### config.mk
export PLATFORM = sky130hd
export DESIGN_NAME = target_centroid
export DESIGN_NICKNAME = d
export VERILOG_FILES = /design/src/rtl/target_centroid.sv
export SDC_FILE = /design/constraint.sdc
export NUM_CORES = 1
export LEC_CHECK = 0
export CAP_MARGIN = 10
export CORE_MARGIN = 2
export CORE_UTILIZATION = 55
export CTS_CLUSTER_SIZE = 16
export DETAILED_ROUTE_END_ITERATION = 12
export PLACE_DENSITY = 0.72
export SETUP_SLACK_MARGIN = 0.02
export SYNTH_ARGS = -nofsm -noshare
export SYNTH_HDL_FRONTEND = slang
export SYNTH_SLANG_ARGS = --single-unit
### constraint.sdc
create_clock -name i_Clk -period 9.5 [get_ports i_Clk]
set_clock_uncertainty 0.1 [all_clocks]
set_input_delay 1.9 -clock i_Clk [delete_from_list [all_inputs] [get_ports i_Clk]]
set_output_delay 1.9 -clock i_Clk [all_outputs]
set_load 0.005 [all_outputs]
### src/rtl/target_centroid.sv
// target_centroid: accumulates the coordinate sums and the hit count of the target
// pixels in a raster frame. At frame end it divides each sum by the count with two
// restoring dividers that run in parallel. The integer centroid is presented with a
// one-cycle o_Valid strobe, or an o_Lost strobe when the frame has too few hits.
module target_centroid #(
    parameter int IMG_W      = 640,
    parameter int IMG_H      = 480,
    parameter int MIN_PIXELS = 16,
    parameter int ACC_W      = 28,
    parameter int CNT_W      = 19
) (
    input  logic        i_Clk,
    input  logic        i_Reset_n,
    input  logic        i_Pixel_Valid,
    input  logic        i_Frame_Start,
    input  logic        i_Pixel_Hit,
    output logic [15:0] o_Z_X,
    output logic [15:0] o_Z_Y,
    output logic        o_Valid,
    output logic        o_Lost,
    output logic        o_Busy
);

    localparam int XW = (IMG_W > 1) ? $clog2(IMG_W) : 1;
    localparam int YW = (IMG_H > 1) ? $clog2(IMG_H) : 1;
    localparam int IW = $clog2(ACC_W + 1);
    localparam logic [XW-1:0] X_LAST = XW'(IMG_W - 1);
    localparam logic [YW-1:0] Y_LAST = YW'(IMG_H - 1);

    typedef enum logic {IDLE, ACCUM} acc_state_t;
    typedef enum logic [1:0] {D_IDLE, D_RUN, D_DONE} div_state_t;

    // ---------------- accumulator side ----------------
    acc_state_t       acc_state_q, acc_state_d;
    logic [XW-1:0]    x_q, x_d;
    logic [YW-1:0]    y_q, y_d;
    logic [ACC_W-1:0] sum_x_q, sum_x_d;
    logic [ACC_W-1:0] sum_y_q, sum_y_d;
    logic [CNT_W-1:0] cnt_q, cnt_d;

    // A frame-start pixel is processed as (0,0) whatever the counters say
    logic [XW-1:0]    pos_x;
    logic [YW-1:0]    pos_y;
    logic             at_end;
    logic [ACC_W-1:0] add_x, add_y, snap_x, snap_y;
    logic [CNT_W-1:0] add_c, snap_c;
    logic             snap_valid, snap_low;

    assign pos_x      = i_Frame_Start ? '0 : x_q;
    assign pos_y      = i_Frame_Start ? '0 : y_q;
    assign at_end     = (pos_x == X_LAST) && (pos_y == Y_LAST);
    assign add_x      = i_Pixel_Hit ? ACC_W'(pos_x) : '0;
    assign add_y      = i_Pixel_Hit ? ACC_W'(pos_y) : '0;
    assign add_c      = CNT_W'(i_Pixel_Hit);
    assign snap_x     = sum_x_q + add_x;
    assign snap_y     = sum_y_q + add_y;
    assign snap_c     = cnt_q + add_c;
    // Frame start wins over frame end, so a frame-start pixel never snapshots
    assign snap_valid = i_Pixel_Valid && !i_Frame_Start && (acc_state_q == ACCUM) && at_end;
    assign snap_low   = snap_valid && (snap_c < CNT_W'(MIN_PIXELS));

    // Next-state logic for the raster counters, the accumulators and the IDLE/ACCUM FSM
    always_comb begin
        acc_state_d = acc_state_q;
        x_d         = x_q;
        y_d         = y_q;
        sum_x_d     = sum_x_q;
        sum_y_d     = sum_y_q;
        cnt_d       = cnt_q;
        if (i_Pixel_Valid) begin
            if (pos_x == X_LAST) begin
                x_d = '0;
                y_d = (pos_y == Y_LAST) ? '0 : pos_y + YW'(1);
            end else begin
                x_d = pos_x + XW'(1);
                y_d = pos_y;
            end
            if (i_Frame_Start) begin
                acc_state_d = ACCUM;
                sum_x_d     = add_x;
                sum_y_d     = add_y;
                cnt_d       = add_c;
            end else if (acc_state_q == ACCUM) begin
                if (at_end) begin
                    acc_state_d = IDLE;
                    sum_x_d     = '0;
                    sum_y_d     = '0;
                    cnt_d       = '0;
                end else begin
                    sum_x_d = snap_x;
                    sum_y_d = snap_y;
                    cnt_d   = snap_c;
                end
            end
        end
    end

    // Accumulator state register
    always_ff @(posedge i_Clk or negedge i_Reset_n) begin
        if (!i_Reset_n) begin
            acc_state_q <= IDLE;
            x_q         <= '0;
            y_q         <= '0;
            sum_x_q     <= '0;
            sum_y_q     <= '0;
            cnt_q       <= '0;
        end else begin
            acc_state_q <= acc_state_d;
            x_q         <= x_d;
            y_q         <= y_d;
            sum_x_q     <= sum_x_d;
            sum_y_q     <= sum_y_d;
            cnt_q       <= cnt_d;
        end
    end

    // ---------------- divider side ----------------
    // Lane 0 divides sum_x, lane 1 divides sum_y. The quotient register starts
    // holding the dividend and shifts quotient bits in from the bottom.
    div_state_t       div_state_q, div_state_d;
    logic [IW-1:0]    it_q, it_d;
    logic [CNT_W-1:0] divisor_q, divisor_d;
    logic [ACC_W-1:0] quo_q [2];
    logic [ACC_W-1:0] quo_d [2];
    logic [ACC_W-2:0] rem_q [2];
    logic [ACC_W-2:0] rem_d [2];
    logic [15:0]      z_x_q, z_x_d, z_y_q, z_y_d;
    logic             valid_q, valid_d;
    logic             lost_q, lost_d;
    logic             lost_arm_q, lost_arm_d;

    // The remainder stays below the divisor, so ACC_W-1 bits are enough for it
    // and for the difference taken when the trial value is large enough.
    logic [ACC_W-2:0] div_ext;
    logic [ACC_W-1:0] trial    [2];
    logic [ACC_W-2:0] diff     [2];
    logic             ge       [2];
    logic [ACC_W-2:0] rem_step [2];
    logic [ACC_W-1:0] quo_step [2];

    assign div_ext = (ACC_W - 1)'(divisor_q);

    generate
        for (genvar gi = 0; gi < 2; gi++) begin : g_lane
            assign trial[gi]    = {rem_q[gi], quo_q[gi][ACC_W-1]};
            assign ge[gi]       = trial[gi] >= {1'b0, div_ext};
            assign diff[gi]     = trial[gi][ACC_W-2:0] - div_ext;
            assign rem_step[gi] = ge[gi] ? diff[gi] : trial[gi][ACC_W-2:0];
            assign quo_step[gi] = {quo_q[gi][ACC_W-2:0], ge[gi]};
        end
    endgenerate

    // Divider FSM next state; a snapshot overrides whatever the divider was doing
    always_comb begin
        div_state_d = div_state_q;
        it_d        = it_q;
        divisor_d   = divisor_q;
        z_x_d       = z_x_q;
        z_y_d       = z_y_q;
        valid_d     = 1'b0;
        lost_d      = 1'b0;
        lost_arm_d  = 1'b0;
        for (int i = 0; i < 2; i++) begin
            quo_d[i] = quo_q[i];
            rem_d[i] = rem_q[i];
        end
        case (div_state_q)
            D_RUN: begin
                for (int i = 0; i < 2; i++) begin
                    quo_d[i] = quo_step[i];
                    rem_d[i] = rem_step[i];
                end
                it_d = it_q + IW'(1);
                if (it_q == IW'(ACC_W - 1)) div_state_d = D_DONE;
            end
            D_DONE: begin
                z_x_d       = quo_q[0][15:0];
                z_y_d       = quo_q[1][15:0];
                valid_d     = 1'b1;
                div_state_d = D_IDLE;
            end
            default: ;
        endcase
        if (snap_valid) begin
            if (snap_low) begin
                div_state_d = D_IDLE;
            end else begin
                div_state_d = D_RUN;
                it_d        = '0;
                divisor_d   = snap_c;
                quo_d[0]    = snap_x;
                quo_d[1]    = snap_y;
                rem_d[0]    = '0;
                rem_d[1]    = '0;
            end
        end
        // Lost fires one edge after the snapshot; if that edge also issues a
        // valid strobe it is held back one more cycle so the two never overlap.
        if (div_state_q == D_DONE) begin
            lost_arm_d = snap_low || lost_arm_q;
        end else begin
            lost_arm_d = snap_low;
            lost_d     = lost_arm_q;
        end
    end

    // Divider state register and output registers
    always_ff @(posedge i_Clk or negedge i_Reset_n) begin
        if (!i_Reset_n) begin
            div_state_q <= D_IDLE;
            it_q        <= '0;
            divisor_q   <= '0;
            for (int i = 0; i < 2; i++) begin
                quo_q[i] <= '0;
                rem_q[i] <= '0;
            end
            z_x_q       <= '0;
            z_y_q       <= '0;
            valid_q     <= 1'b0;
            lost_q      <= 1'b0;
            lost_arm_q  <= 1'b0;
        end else begin
            div_state_q <= div_state_d;
            it_q        <= it_d;
            divisor_q   <= divisor_d;
            for (int i = 0; i < 2; i++) begin
                quo_q[i] <= quo_d[i];
                rem_q[i] <= rem_d[i];
            end
            z_x_q       <= z_x_d;
            z_y_q       <= z_y_d;
            valid_q     <= valid_d;
            lost_q      <= lost_d;
            lost_arm_q  <= lost_arm_d;
        end
    end

    assign o_Z_X   = z_x_q;
    assign o_Z_Y   = z_y_q;
    assign o_Valid = valid_q;
    assign o_Lost  = lost_q;
    assign o_Busy  = (div_state_q == D_RUN);

endmodule

Word level (Yosys, flattened, before mapping):

Cells that the tools add are included.
Widths: inputs -> output; s select.

* register bits: 266
* input bits: 5

* $add $sub $neg: 8
* order comparisons: 3
* equal/unequal tests: 6
* mux-type cells: 37
* bitwise logic cells: 1
* reduce and logical (&&, ||, !) cells: 12

Operators with widths (count)
* $mux 28: 6
* $mux 56: 3
* $mux 54: 3
* $mux 19: 3
* $ge 28x19->1: 2
* $mux 27: 2
* $sub 27x19->27: 2
* $mux 9: 4
* $mux 10: 3
* $add 28x10->28: 1
* $add 28x9->28: 1
* $add 19x1->19: 1
* $lt 19x5->1 const B: 1
* $mux 5: 3
* $add 10x1->10 const B: 1
* $eq 10x10->1 const B: 1
* $add 9x1->9 const B: 1
* $eq 9x9->1 const B: 1
* $mux 1: 7
* $reduce_and 2->1: 3
* $add 5x1->5 const B: 1
* $eq 5x5->1 const B: 1
* $logic_and 1x1->1: 5
* $mux 2: 2
* 9 further kinds: 9

Logic depth before layout (Yosys ltp):

Gate-level depths: netlist (run 1).

* depth in word-level cells: 7
* mapped depth: 14
* gate-level depth less buffers: 12

Least setup slack after synthesis (run 1):

No wires, ideal clock.

* kind: input port to flip-flop
* from: input i_Frame_Start
* to: register quo_q[55] (netlist name)
* library setup time: 131 ps
* arrival: 4588 ps
* path slack: 4682 ps
* stages: 14
* path buffers: 3
* cell sequence: clkbuf_1 -> nor2b_1 -> clkbuf_1 -> and2_1 -> ha_1 -> a211o_1 -> a211oi_1 -> o21ai_0 -> a32o_1 -> and2_1 -> clkbuf_1 -> nand3_1 -> xor2_1 -> mux2i_1

RTL lines
* start, declared: line 15 `input logic i_Frame_Start,`
* end signal, assigned by index: line 227 `quo_q[i] <= quo_d[i];`
* end, declared: line 123 `logic [ACC_W-1:0] quo_q [2];`

==> results of run 1 <==
==> layout by cell type (no fill, tap or decap), types with 9 or more instances in the layout <==
cell type | netlist | routed
nor3_1 | 34 | 34
o22ai_1 | 12 | 12
clkdlybuf4s50_1 | 0 | 38
o21ai_0 | 128 | 128
clkbuf_16 | 0 | 31
o211ai_1 | 9 | 9
nor2_1 | 122 | 121
mux2i_1 | 120 | 120
nand2_1 | 257 | 256
buf_4 | 1 | 11
nand3_1 | 38 | 38
a211oi_1 | 38 | 38
ha_1 | 62 | 62
and2_1 | 30 | 30
and3_1 | 24 | 24
a311oi_1 | 10 | 10
nand4_1 | 29 | 29
a21oi_1 | 90 | 90
and4_1 | 14 | 14
nor2b_1 | 14 | 14
a21o_1 | 25 | 25
a22o_1 | 11 | 11
o21a_1 | 10 | 10
dfrtp_1 | 266 | 266
o31ai_1 | 32 | 32
mux2_2 | 11 | 11
xor2_1 | 56 | 56
inv_1 | 42 | 42
xnor2_1 | 57 | 57
a31oi_1 | 14 | 14
==> cells by family (layout without fill, tap and decap cells) <==
logic type                 count (synthesis)  in the layout  share of synthesized area, %
AOI/OAI and AO/OA                        443            443                          17.6
xor gates and xnor gates                 113            113                          6.10
adders and majority gates                 66             66                          5.28
buffers and inverters                    150            153                          3.86
DFF                                      266            266                          41.0
muxes                                    131            131                          8.17
and+or+nand+nor                          615            615                          17.9
==> stage by stage <==
stage | cells | util, %
after floorplan | 1784 | -
after detailed placement | 2114 | 58.2
final | 2171 | 61.6
after global routing | 2171 | 61.6
after global placement | 2114 | 58.2
after CTS | 2171 | 61.6
==> area by class of cell <==
cell class	instances	area [µm²]	area share, %
multi-input combinational	1368	8960	50.4
sequential	266	6660	37.4
clock buffer	41	873	4.91
timing repair buffer	52	518	2.91
tap	384	480	2.70
inverter	44	170	0.957
clock inverter	16	129	0.725
==> state kept, by name, indices dropped and copies added, names as in the netlist <==
name         cells
o_Valid          1
quo_q           56
rem_q           54
o_Lost           1
divisor_q       19
lost_arm_q       1
o_Z_Y           16
sum_x_q         28
cnt_q           19
x_q             10
it_q             5
div_state_q      2
acc_state_q      1
o_Z_X           16
y_q              9
sum_y_q         28
==> worst min path at each step <==
stage,cells past startpoint,slack [ns],end
after global routing,2,0.40,o_Z_Y[2]
after floorplan,2,0.35,cnt_q[0]
after CTS,2,0.38,o_Z_Y[15]
after global placement,2,0.36,o_Z_Y[15]
final,2,0.37,o_Z_Y[2]
after detailed placement,2,0.36,o_Z_Y[15]
==> critical path: stages <==
cell             delay [ns]
clkdlybuf4s50_1        0.83
nor2b_1                0.44
ha_1                   0.26
and2_1                 0.19
nand4_1                0.38
nor2_1                 0.43
nand3_1                0.59
nor2_4                 0.79
buf_4                  0.65
mux2_2                 0.40
==> power breakdown <==
part	switching, µW	leakage (µW)	internal, µW
Sequential	4.01	0.00296	1140
Clock	489	0.000484	673
Combinational	54.9	0.00364	16.6
==> layer usage <==
metal,routed length (µm),up-vias
li1,-,6372
met1,18500,6424
met2,17000,340
met3,1800,45
met4,642,0
met5,0,-
==> results.md, run 1 <==
* Area contributors post-synth: dfrtp_1 (41%), mux2i_1 (7.4%), nand2_1 (5.9%)
* Most numerous cell in the Yosys netlist: dfrtp_1
* Layout cells sized above 1 at 5.82%
* Largest net degree at the start of global routing at 149
* Post-synthesis register bit count at 266
* # rows at 62
* Routability cong. at 0.897
* Yosys Warn Count at 0
* TritonRoute pass-1 iters at 7
* Hold Path Origin: o_Z_Y[2]
* Max-slew headroom at 26.6%
* GRT busiest layer: met2
* Fillers at 2,470
* HPWL Detailed at 25,400 µm
* PnR worst setup slack at 2.92 ns
* CTS sink cnt at 266
* Num CTS Buffers at 31
* Layout Nets at 1,834
* Largest area contributor in the netlist: dfrtp_1
* Total power at 2380 µW
* Reg-to-reg startpoint: x_q[0]
* Mapped Cells at 1,784
* Initial cell density of the core at 56.2%
* Crit Path Class: input port to flip-flop
* GR Util All Layers at 24.9%
* Power per cell area at 134 nW/µm²
* Area Overhead vs Synth at 9.64%
* Routed vias/inst at 6.07
* Post-route ant nets at 0
* Post-Route WL at 37,900 µm
* Fin. Hold Viols at 0
* CP endpoint kind: flip-flop
* Via Count at 13,181
* DRC Markers at 0
* Fmax at 152 MHz
* DIE WIDTH at 176 µm
* Cell Area, Synth at 16,200 µm²
* CP endpoint: quo_q[29]
* Crit Reg-Reg Endpoint: quo_q[29]
* DRT iter0 DRCs at 1,174
* Bufs on Longest Clock Path at 3
* CORE AREA at 28,900 µm²
* Pre-CTS WS at 2.45 ns
* Hold/Removal Path Class: flip-flop to flip-flop
* Leak pwr at 0.00708 µW
* Post-CTS sizing at 0
* Root Driver: clkbuf_16
* Slew @ Worst Pin at 1.10 ns
* Setup crit start: i_Frame_Start
* Die height at 176 µm
* M2 GR Usage at 38.8%
* Worst hold slack at 0.372 ns
* GRT Residual Overflow at 0
* Crit-path max FO at 38
* Post-synth top cells: dfrtp_1 (266), nand2_1 (257), o21ai_0 (128), nor2_1 (122), mux2i_1 (120)
* Max Slew Vio Count at 0
* VDD IR max at 125 µV
* Ys async rst share at 100%
* Period utilization at 69.3%
* Top_reg_cell synth: dfrtp_1
* CP Launch Type: input port
* Die area at 30,900 µm²
* CTS tree: yes
* Yosys top cell area share at 41.0%
* Critical path required time at 9.83 ns
* Setup-failing EPs final at 0
* R2R depth at 9
* PortBufs at 39
* M1 GR Usage at 37.8%
* EDFF count, synth at 0
* Met3 usage at 2.66%
* H-tree Lvls at 1
* Ant diodes at 0
* Cts hold-fix bufs at 0
* Syn nets at 1,855
* Post-CTS setup buffers at 0
* FF-to-FF setup slack at 4.93 ns
* Cell area after placement at 16,800 µm²
* IO Pins at 40
* Routed len/inst at 17.5 µm
* Initial antenna violation count at 0
* Vias in the first global route at 12,512
* Fin crit period at 6.58 ns
* Max Cap Violations at 0
* Status: finished clean
* Yosys cell types at 75
* Clock Latency Late Sink at 0.56 ns
* RSZ-0062 raised after global routing: false
* CP arrival at 6.91 ns
* Clk slew on worst S/H paths at 0.06 ns
* Total negative slack at 0 ns
* First-pass GRT wire length at 64,200 µm
* Design Area, Final at 17,800 µm²
* Syn avg cell area at 9.09 µm²
* Register area share after synthesis at 41.0%
Power figures use the tool's default switching activity.
==> run 2, diff against run 1 <==
PLACE_DENSITY = 0.75   (was 0.72)
clock period = 6.05 ns   (was 9.5 ns; I/O delays follow)
==> results.md, run 2 (synthesis gave the netlist of run 1 again) <==
* Post-route ant nets at 0 (unchanged)
* Switching Fraction at 21.7% (-1.4 points)
* CTS sink cnt at 266 (unchanged)
* TritonRoute pass-1 iters at 5 (-2)
* RSZ-0062 raised after global routing: false
* Post-CTS sizing at 0 (unchanged)
* Vias in the first global route at 12,614 (+0.82%)
* Commonest non-fill, non-tap cell in the layout: dfrtp_1
* H-tree Lvls at 1 (unchanged)
* Power per cell area at 219 nW/µm² (+64%)
* Leak pwr at 0.00716 µW (+1.1%)
* Via Count at 13,265 (+0.64%)
* Crit-path max FO at 17 (-55%)
* Die area at 30,900 µm² (unchanged)
* VDD IR max at 203 µV (+62%)
* Commonest cells after routing, fill and taps aside: dfrtp_1 (266), nand2_1 (256), o21ai_0 (128)
* Met2 wire length at 16,700 µm (-1.9%)
* CP Launch Type: input port
* Initial antenna violation count at 0 (unchanged)
* Routed vias/inst at 6.10 (+0.41%)
* Crit Path Class: input port to flip-flop
* CTS tree: yes
* Max Slew Vio Count at 0 (unchanged)
* Slew @ Worst Pin at 1.16 ns (+0.0613 ns)
* Met1 Wirelength at 18,200 µm (-1.3%)
* Hold/Removal Path Class: flip-flop to flip-flop
* Routed len/inst at 17.4 µm (-0.14%)
* Met3 WL at 2160 µm (+20%)
* Fmax at 191 MHz
* DIE WIDTH at 176 µm (unchanged)
* Int Pwr at 3070 µW (+68%)
* Status: finished clean
* GRT Residual Overflow at 0 (unchanged)
* Max reg flops at 56 (unchanged)
* Setup-failing EPs final at 0 (unchanged)
* Fin crit period at 5.23 ns
* Design Area, Final at 18,000 µm² (+0.94%)
* PortBufs at 39 (unchanged)
* Post-CTS setup buffers at 0 (unchanged)
* Clock Latency Late Sink at 0.56 ns (about the same)
* Ant diodes at 0 (unchanged)
* CP arrival at 5.62 ns (-1.29 ns)
* Logic pwr share at 3.0% (about the same)
* Biggest regs: quo_q x56, rem_q x54
* Top sig layer: met4
* Largest net degree at the start of global routing at 111 (-26%)
* HPWL Detailed at 25,300 µm (-0.59%)
* Register bank with the most flops: quo_q
* Clk slew on worst S/H paths at 0.06 ns (about the same)
* Num CTS Buffers at 30 (-3.2%)
* Max-slew headroom at 22.5% (-4.1 points)
* Root Driver: clkbuf_16
* Cts hold-fix bufs at 0 (unchanged)
* Initial cell density of the core at 56.2% (unchanged)
* # rows at 62 (unchanged)
* IO Pins at 40 (unchanged)
* DRT iter0 DRCs at 1,190 (+1.4%)
* Die height at 176 µm (unchanged)
* Sequential Power Share at 45.7% (-2.4 points)
* Fin. Hold Viols at 0 (unchanged)
* Bufs on Longest Clock Path at 3 (unchanged)
* DRC Markers at 0 (unchanged)
* Layout cells sized above 1 at 6.08% (+0.26 points)
* Area Overhead vs Synth at 10.7%
* Cell area after placement at 16,800 µm² (+0.39%)
* CP endpoint kind: flip-flop
* CORE AREA at 28,900 µm² (unchanged)
* NetSw at 851 µW (+55%)
* Critical path required time at 6.44 ns (-3.39 ns)
* Layout Nets at 1,840 (+0.33%)
* Period utilization at 86.4%
* First-pass GRT wire length at 64,200 µm (about the same)
* Max Cap Violations at 0 (unchanged)
* Clock share of power at 51.3% (+2.4 points)
* Post-Route WL at 37,900 µm (about the same)
* Total negative slack at 0 ns (unchanged)
* Routability cong. at 0.917 (+2.2%)
* GR Util All Layers at 25.1% (+0.15 points)
-- run 2: power by group through the flow --
stage / sequential (µW) / clock, µW / combinational [µW]
floorplan: 1820 / 0 / 54.9
global placement: 1830 / 0 / 116
detailed placement: 1830 / 0 / 119
CTS: 1790 / 2040 / 119
global route: 1790 / 2120 / 134
finish: 1790 / 2020 / 116
-- run 2: metrics by stage --
stage	std cells	worst slack (ns)	total power, µW	hold WS, ns	utilization (%)
detailed placement	2121	0.345	1940	0.361	58.4
floorplan	1784	1.92	1880	0.354	-
CTS	2176	0.873	3960	0.376	62.2
finish	2176	0.824	3920	0.371	62.2
global placement	2121	0.572	1940	0.357	58.4
global route	2176	0.411	4040	0.398	62.2
-- run 2: area by class of cell --
type	count	area (µm²)
fill	2421	10900
clock inverter	14	230
inverter	44	170
sequential	266	6660
tap	384	480
clock buffer	41	873
timing repair buffer	59	583
multi-input combinational	1368	8960
-- run 2: critical path, stage by stage --
cell,delay [ns]
clkdlybuf4s50_1,0.61
nor2b_1,0.89
and2_1,0.24
ha_1,0.28
a2111oi_0,0.56
o21ai_0,0.22
a41oi_1,0.51
nor2_1,0.32
and3_1,0.31
o21ai_0,0.19
a22oi_1,0.12
o2bb2ai_1,0.15
-- run 2: routing by layer --
layer  vias to the layer above  GRT usage (%)
met4                         0           6.78
li1                       6356              -
met1                      6437           37.6
met2                       409           38.6
met3                        63           2.97
met5                         -              0
-- run 2: worst paths after layout --
kind,from,end,slack [ns],cells past startpoint
worst min register to register,o_Z_Y[2],o_Z_Y[2],0.37,2
worst min-delay path,o_Z_Y[2],o_Z_Y[2],0.37,2
worst max register to register,quo_q[55],rem_q[44],1.95,12
worst max-delay path,i_Pixel_Hit,sum_y_q[15],0.82,12
max in group asynchronous,i_Reset_n,divisor_q[14],4.03,2
min in group asynchronous,i_Reset_n,quo_q[11],0.61,1
==> run 3, diff against run 2 <==
DONT_BUFFER_PORTS = 1   (was not set)
PLACE_DENSITY = 0.73   (was 0.75)
==> results.md, run 3 (synthesis gave the netlist of run 1 again) <==
* RSZ-0062 raised after global routing: false
* Commonest non-fill, non-tap cell in the layout: dfrtp_1
* Routed len/inst at 18.0 µm (+3.0%)
* Area Overhead vs Synth at 7.43%
* Hold/Removal Path Class: input port to async pin
* Post-CTS sizing at 0 (unchanged)
* Slowest stage cell, crit path: nor2b_1
* Max Slew Vio Count at 0 (unchanged)
* Max Cap Violations at 0 (unchanged)
* M2 GR Usage at 39.2% (+0.66 points)
* WP depth at 11 (-1)
* First-pass GRT wire length at 64,300 µm (about the same)
* Largest net degree at the start of global routing at 267 (+140%)
* Num CTS Buffers at 30 (unchanged)
* HPWL Detailed at 25,100 µm (-0.59%)
* Post-Route WL at 38,300 µm (+0.85%)
* Bufs on Longest Clock Path at 3 (unchanged)
* Multi-input logic area at 8960 µm² (unchanged)
* Fin crit period at 4.49 ns (-0.732 ns)
* CTS sink cnt at 266 (unchanged)
* Post-route ant nets at 0 (unchanged)
* DIE WIDTH at 176 µm (unchanged)
* DRT iter0 DRCs at 1,198 (+0.67%)
* Initial cell density of the core at 56.2% (unchanged)
* GRT Residual Overflow at 0 (unchanged)
* Layout Nets at 1,794 (-2.5%)
* Fmax at 223 MHz (+16%)
* WP buf/inv at 0 (-1)
* CP Launch Type: input port
* Cts hold-fix bufs at 0 (unchanged)
* CP top delay family: simple AND/OR/NAND/NOR gates
* Slew @ Worst Pin at 1.16 ns (-0.000576 ns)
* Die area at 30,900 µm² (unchanged)
* CTS tree: yes
* TritonRoute pass-1 iters at 5 (unchanged)
* Via Count at 13,060 (-1.5%)
* Vias in the first global route at 12,590 (-0.19%)
* GRT busiest layer: met2
* Fin. Hold Viols at 0 (unchanged)
* Biggest regs: quo_q x56, rem_q x54
* PortBufs at 0 (-100%)
* Post-CTS setup buffers at 0 (unchanged)
* Commonest cells after routing, fill and taps aside: dfrtp_1 (266), nand2_1 (256), o21ai_0 (128)
* M1 GR Usage at 36.7% (-0.93 points)
* H-tree Lvls at 1 (unchanged)
* CORE AREA at 28,900 µm² (unchanged)
* Max-slew headroom at 22.7% (+0.25 points)
* Clock Latency Late Sink at 0.57 ns (about the same)
* Power per cell area at 217 nW/µm² (-0.63%)
* Die height at 176 µm (unchanged)
* Routed vias/inst at 6.13 (+0.58%)
* Leak pwr at 0.00695 µW (-3.0%)
* Critical path required time at 6.43 ns (about the same)
* Max reg flops at 56 (unchanged)
* GR Util All Layers at 25.1% (about the same)
* Period utilization at 74.3% (-12 points)
* DRC Markers at 0 (unchanged)
* Fillers at 2,449 (+1.2%)
* CP arrival at 4.87 ns (-0.75 ns)
* Critical path cell sequence: nor2b_1, and2_1, ha_1, a2111oi_0, o21ai_0, a41oi_1, nor2_1, and3_1, o21ai_0, a22oi_1, o2bb2ai_1
* Layout cells sized above 1 at 5.73% (-0.36 points)
* Final core occ at 60.4% (-1.8 points)
* Critical path's most frequent cell: o21ai_0
* Total negative slack at 0 ns (unchanged)
* VDD IR max at 213 µV (+4.6%)
* Critical path's largest stage delay at 0.85 ns (-0.04 ns)
* Ant diodes at 0 (unchanged)
* Crit-path max FO at 17 (unchanged)
* R2R depth at 12 (unchanged)
* Reg area at 6660 µm² (unchanged)
* Clk slew on worst S/H paths at 0.06 ns (about the same)
* # rows at 62 (unchanged)
* Routability cong. at 0.909 (-0.91%)
* IO Pins at 40 (unchanged)
* Status: finished clean
* Met3 usage at 3.42% (+0.45 points)
* CP endpoint kind: flip-flop
* Initial antenna violation count at 0 (unchanged)
* Root Driver: clkbuf_16
* Register bank with the most flops: quo_q
* Crit Path Class: input port to flip-flop
* Setup-failing EPs final at 0 (unchanged)
==> run 3: cell types whose count changed in the layout (fill, tap and decap cells not counted), sizes merged <==
cell and delta:
clkinv +4, clkinvlp -4, clkbuf +2, buf -8, bufinv -2, clkdlybuf4s50 -38
==> run 3: path summary, 6_finish.rpt <==
| path | start | slack [ns] | to |
|---|---|---|---|
| max | i_Pixel_Hit | 1.56 | sum_y_q[15] |
| min | i_Reset_n | 0.24 | o_Valid |
| max reg2reg | quo_q[27] | 1.84 | rem_q[2] |
| min reg2reg | sum_y_q[3] | 0.39 | sum_y_q[3] |
| max in group asynchronous | i_Reset_n | 5.24 | o_Z_X[3] |
| min in group i_Clk | sum_y_q[3] | 0.39 | sum_y_q[3] |
==> run 3: final cells by class <==
cell class / instances / share of cell area, %
multi-input combinational: 1368 / 51.4
inverter: 44 / 0.976
sequential: 266 / 38.2
clock inverter: 12 / 0.984
timing repair buffer: 13 / 0.632
clock buffer: 43 / 5.05
tap: 384 / 2.76
==> run 3: metrics by stage <==
step	power (µW)	setup slack [ns]	instances	hold WS, ns	cell area [µm²]
after CTS	3820	1.56	2130	0.225	17400
after global placement	1890	1.16	2075	0.370	16400
final	3790	1.56	2130	0.240	17400
after floorplan	1880	1.92	1784	0.354	16200
after detailed placement	1900	1.03	2075	0.377	16400
after global routing	3890	1.17	2130	0.226	17400
==> run 3: layer usage <==
metal	routed length (µm)	vias up	share of wire (%)
met5	0	-	0
met4	892	0	2.3
met3	1840	61	4.8
met2	17100	352	45
met1	18400	6365	48
li1	-	6282	-
==> run 3: power by group <==
group / switching, µW / internal [µW]
Clock: 746 / 1170
Combinational: 49.7 / 22.7
Sequential: 6.29 / 1790
Total: 802 / 2980
